### config.mk
export PLATFORM = sky130hd
export DESIGN_NAME = cycenc_arb_ctrl
export DESIGN_NICKNAME = d
export VERILOG_FILES = /design/src/rtl/cycenc_arb_ctrl.sv
export SDC_FILE = /design/constraint.sdc
export NUM_CORES = 1
export LEC_CHECK = 0
export CORE_MARGIN = 5
export CORE_UTILIZATION = 55
export CTS_CLUSTER_SIZE = 40
export DETAILED_ROUTE_END_ITERATION = 16
export DONT_BUFFER_PORTS = 1
export HOLD_SLACK_MARGIN = 0.02
export PLACE_DENSITY = 0.79
export SLEW_MARGIN = 40
export SYNTH_ARGS = -nofsm -noshare
export SYNTH_HDL_FRONTEND = slang
export SYNTH_SLANG_ARGS = --single-unit
### constraint.sdc
create_clock -name clk -period 1.5 [get_ports clk]
set_input_delay 0 -clock clk [delete_from_list [all_inputs] [get_ports clk]]
set_output_delay 0 -clock clk [all_outputs]
set_load 0.01 [all_outputs]
### src/rtl/cycenc_arb_ctrl.sv
// cycenc_arb_ctrl: two-requester round-robin front end sharing one (7,4) cyclic encoder LFSR, g(x)=1+x+x^3.
// Define CYCENC_STAT_EN to enable the frame_cnt completed-codeword counter; otherwise frame_cnt is tied to 0.
module cycenc_arb_ctrl (
    input  logic       clk,
    input  logic       rst,
    input  logic [1:0] req_valid,
    input  logic [3:0] req_msg0,
    input  logic [3:0] req_msg1,
    output logic [1:0] req_ready,
    output logic       out_valid,
    input  logic       out_ready,
    output logic [6:0] out_code,
    output logic       out_id,
    output logic       busy,
    output logic [7:0] frame_cnt
);
    typedef enum logic [1:0] {IDLE, SHIFT, OUT} state_t;
    state_t state, state_nxt;
    logic       ptr, gid, accept, fb, done, id;
    logic [3:0] msg;
    logic [2:0] s;
    logic [1:0] cnt;
    always_comb begin
        state_nxt = state;
        gid       = (req_valid == 2'b11) ? ptr : req_valid[1];
        req_ready = (state == IDLE && rst && |req_valid) ? (gid ? 2'b10 : 2'b01) : 2'b00;
        accept    = |(req_valid & req_ready);
        // ~cnt walks the message MSB first: cnt 0..3 selects bit 3..0
        fb        = msg[~cnt] ^ s[2];
        done      = (state == OUT) && out_ready;
        case (state)
            IDLE:    state_nxt = accept ? SHIFT : IDLE;
            SHIFT:   state_nxt = (cnt == 2'd3) ? OUT : SHIFT;
            OUT:     state_nxt = out_ready ? IDLE : OUT;
            default: state_nxt = IDLE;
        endcase
    end
    always_ff @(posedge clk) begin
        if (!rst) begin
            state <= IDLE;
            ptr   <= 1'b0;
            msg   <= '0;
            id    <= 1'b0;
            s     <= '0;
            cnt   <= '0;
        end else begin
            state <= state_nxt;
            if (accept) begin
                ptr <= ~gid;
                msg <= gid ? req_msg1 : req_msg0;
                id  <= gid;
                s   <= '0;
                cnt <= '0;
            end else if (state == SHIFT) begin
                s   <= {s[1], s[0] ^ fb, fb};
                cnt <= cnt + 2'd1;
            end
        end
    end
    assign out_valid = (state == OUT);
    assign out_code  = out_valid ? {msg, s} : 7'd0;
    assign out_id    = out_valid & id;
    assign busy      = (state != IDLE);
`ifdef CYCENC_STAT_EN
    always_ff @(posedge clk) begin
        if (!rst) frame_cnt <= '0;
        else if (done) frame_cnt <= frame_cnt + 8'd1;
    end
`else
    assign frame_cnt = 8'd0;
`endif
endmodule

Word-level counts from Yosys, hierarchy flattened
Cells that the tools add are included.
W data, S select, Z words.

storage, ports and cells
  register bits after elaboration = 13
  bits of input ports = 13
  output and inout bits = 20
  word-level logic and storage cells = 37

cells by class
  $add $sub $neg = 1
  order comparisons = 1
  equal/unequal tests = 4
  multiplexer cells = 11
  bitwise logic cells = 7
  reduce and logical (&&, ||, !) cells = 7

operators with widths
  operator               count
  $mux W2                4
  $mux W7                1
  $eq A2 B2 Y1 const B   3
  $pmux W2 S3            1
  $mux W4                1
  $reduce_or A2 Y1       2
  $lt A2 B3 Y1 const B   1
  $mux W1                3
  $reduce_or A3 Y1       1
  $add A2 B1 Y2 const B  1
  $and A2 B2 Y2          1
  $bmux W1 S2            1
  $eq A2 B1 Y1 const B   1
  $logic_and A1 B1 Y1    2
  $logic_not A2 Y1       1
  $not A1 Y1             2
  $not A2 Y2             1
  $reduce_bool A2 Y1     1
  $xor A1 B1 Y1          2
  $and A1 B1 Y1          1

Longest topological paths before layout
  word-level depth = 8
  gate-level depth with buffers = 4
  mapped depth without buffers = 4

Least setup slack after synthesis
No wires, ideal clock.

  path kind = register -> register
  start point = register cnt[0]
  end point = register s[0]
  setup time = 0.086 ns
  arrival time = 1.233 ns
  data required time = 1.414 ns
  path slack = 0.181 ns
  cell stages (with the launch flop) = 4
  path buffers = 0
  period minus slack after synthesis = 1.319 ns
  path through = dfxtp_1 mux4_2 xnor2_1 a211oi_1

on the way
  longest elaborated chain between the ends = 4

ends and longest elaborated chain
  element                        RTL line  RTL
  start, declared                22        logic [1:0] cnt;
  start signal, assigned         56        cnt <= cnt + 2'd1;
  $not A2 Y2                     29        fb = msg[~cnt] ^ s[2];
  $bmux W1 S2                    29
  $mux W1 (implied by the code)  29
  $xor A1 B1 Y1                  29
  end signal, assigned           55        s <= {s[1], s[0] ^ fb, fb};
  end, declared                  21        logic [2:0] s;

Every way passes these cells. The select of a mux whose other input is x is not followed.
A chain may end at the register's enable or synchronous reset.

Worst setup path after layout
  start point = register state[1]
  end point = output req_ready[1]

on the way
  longest elaborated chain between the ends = 4

ends and longest elaborated chain
  element                           RTL line  RTL
  start, declared                   18        state_t state, state_nxt;
  start signal, assigned            47        state <= state_nxt;
  $logic_not A2 Y1                  26        req_ready = (state == IDLE && rst && |req_valid) ? (gid ? 2'b10 : 2'b01) : 2'b00;
  $logic_and A1 B1 Y1 (2 in a row)  26
  $mux W2                           26
  end, declared                     9         output logic [1:0] req_ready,

Every way passes these cells.

==> results.yml <==
synth:
  synthCells: 81
  synth_cell_type_count: 24
  synthArstFlopShare_pct: 0
  yosys.area.top_type_share_pct: 36.4
  ys_seq_elements: 13
  syn_avg_cell_area_um2: 8.82
  yosysSeqAreaShare_pct: 36.4
  netlist_area_um2: 714
  yosys_warnings: 0
  yosysTopAreaCell: "dfxtp_1"
  synth-edff-count: 0
  synth-main-ff-cell: "dfxtp_1"
  synth_area_leaders: "dfxtp_1, mux2i_1, and2_1, buf_4, nor2_1"
clock_tree:
  cts_max_level: 1
  root_buffer: "clkbuf_4"
  clk_latency_ns: 0.28
  path_clk_slew_ns: 0.07
  cts_buffers: 3
  cts_tree: "built"
  cts.sinks: 13
  clockBufferDepth: 2
place:
  portBuffers: 0
  place_ws_ns: 0.105
  hpwl_mm: 1.09
  gp_congestion: 0.727
hold_path:
  holdPathStages: 2
  hold_path.class: "input port to flop"
worst_setup_path:
  endpoint_kind: "primary output"
  critPathKind: "flop to primary output"
  start_kind: "flop"
  path_max_fanout: 5
  arrival_ns: 1.37
  worst_r2r_path_depth: 3
  critPathRequiredTime_ns: 1.50
cells_and_area:
  num_antenna_cells: 0
  num-nets-final: 111
  fillCellCount: 110
  final_cell_mix: "dfxtp_1, nor2_1, dlygate4sd3_1"
  mostFrequentLayoutCell: "dfxtp_1"
  drive_above_1_share_pct: 11.5
  syn_to_final_growth_pct: 19.8
power_and_ir_drop:
  ir_drop_uv: 542
  p_int_uw: 532
  combPwrFrac_pct: 18.0
  power.density_nw_per_um2: 847
  swShare_pct: 26.6
  p_leak_nw: 0.378
  power_switching_uw: 193
  p_seq_share_pct: 52.3
  clkPwrFrac_pct: 29.8
global_route:
  grt_start_max_net_pins: 9
  globalRoute.totalOverflow: 0
  grt_pass1_vias: 531
  grt_pass1_wl_mm: 2.19
  grt_usage_pct: 14.7
  antenna_found_initial: 0
sta:
  setup_tns_ns: 0
  setup_ws_ns: 0.132
  slew_viol_final: 0
  skew_ns: 0.00362
  period_share_pct: 91.2
  fmax_ghz: 0.731
  period_minus_slack_ns: 1.37
  rsz0062_at_grt: "no"
  hold_viol: 0
  setup_violations: 0
drt:
  drtIter0Drc: 5
  detail-route-antenna-nets: 0
  drtPass1Iterations: 4
  drc: 0
  totalWireLength_mm: 1.42
  via_count: 573
  vias_per_cell: 5.16
  wl_per_cell_um: 12.8
floorplan:
  num_rows: 13
  initial_utilization_pct: 56.3
  io-pin-count: 33
  die_height_um: 46.0
  fp.dieW_um: 46.0
  core_area_um2: 1270
  die_area_um2: 2120
run_status:
  status: "finished clean"
job:
  maxCapViolCount: 0
==> critical path, stage by stage, from the launching register on <==
cell and delay, ns:
dfxtp_1 0.33, nor2_2 0.18, o211ai_1 0.20, nor2_1 0.23, buf_4 0.16
==> layer usage <==
metal	wire length, um	vias to the layer above	GRT usage (%)
li1	-	289	-
met1	572	258	15.0
met2	713	22	27.2
met3	104	4	2.37
met4	26	0	8.52
met5	0	-	0
==> cells by family after synthesis <==
kind of cell,count (synthesis),share of synthesized area (%)
AOI/OAI and AO/OA,13,12.8
other,1,0.525
xor gates and xnor gates,4,4.90
and+or+nand+nor,27,18.9
buffers and inverters,14,11.7
adders and majority gates,1,1.75
DFF,13,36.4
muxes,8,13.0
==> Yosys cell counts, types with 2 or more instances <==
library cell,count
dfxtp_1,13
nor2_1,12
and2_1,10
buf_4,8
mux2i_1,7
a211oi_1,4
inv_1,4
xnor2_1,4
o21ai_0,3
nor2b_1,2
==> area by class of cell <==
type                       count  area, um^2  area share [%]
multi-input combinational     61         402            46.9
clock buffer                   4        26.3            3.07
tap                           15        18.8            2.19
sequential                    13         262            30.6
timing repair buffer          14         133            15.5
inverter                       4        15.0            1.75
==> power by group through the flow <==
| stage | registers [mW] | clock network, mW | logic, mW |
|---|---|---|---|
| final | 0.379 | 0.216 | 0.130 |
| after global routing | 0.382 | 0.234 | 0.146 |
| after CTS | 0.378 | 0.215 | 0.128 |
| after detailed placement | 0.386 | 0 | 0.105 |
| after global placement | 0.386 | 0 | 0.102 |
| after floorplan | 0.382 | 0 | 0.105 |
==> state kept, by name, summed over array words and instances, names as in the netlist <==
name and count:
cnt 2, ptr 1, msg 4, id 1, state 2, s 3
==> metrics by stage <==
stage	cells	total power [mW]	instance area (um^2)	util, %	hold slack (ns)
floorplan	88	0.487	741	-	0.117
detailed placement	96	0.491	713	56.2	0.124
global route	111	0.762	856	67.5	0.0455
CTS	110	0.720	840	66.2	0.0228
global placement	96	0.488	713	56.2	0.121
finish	111	0.725	856	67.5	0.0442
==> path summary, 6_finish.rpt <==
check | from | to | slack (ns)
worst min register to register | msg[2] | msg[2] | 0.50
worst max register to register | cnt[0] | s[0] | 0.16
worst min-delay path | req_valid[0] | state[0] | 0.04
worst max-delay path | state[1] | req_ready[1] | 0.13
==> what timing repair did <==
item                       4_1_cts  5_1_grt
setup endpoints to repair        0        2
hold endpoints to repair        13        1
hold buffers                    10        1
resized for setup                0        3
buffers inserted                 0        0
Note: power is estimated with default switching activity, not from simulation.
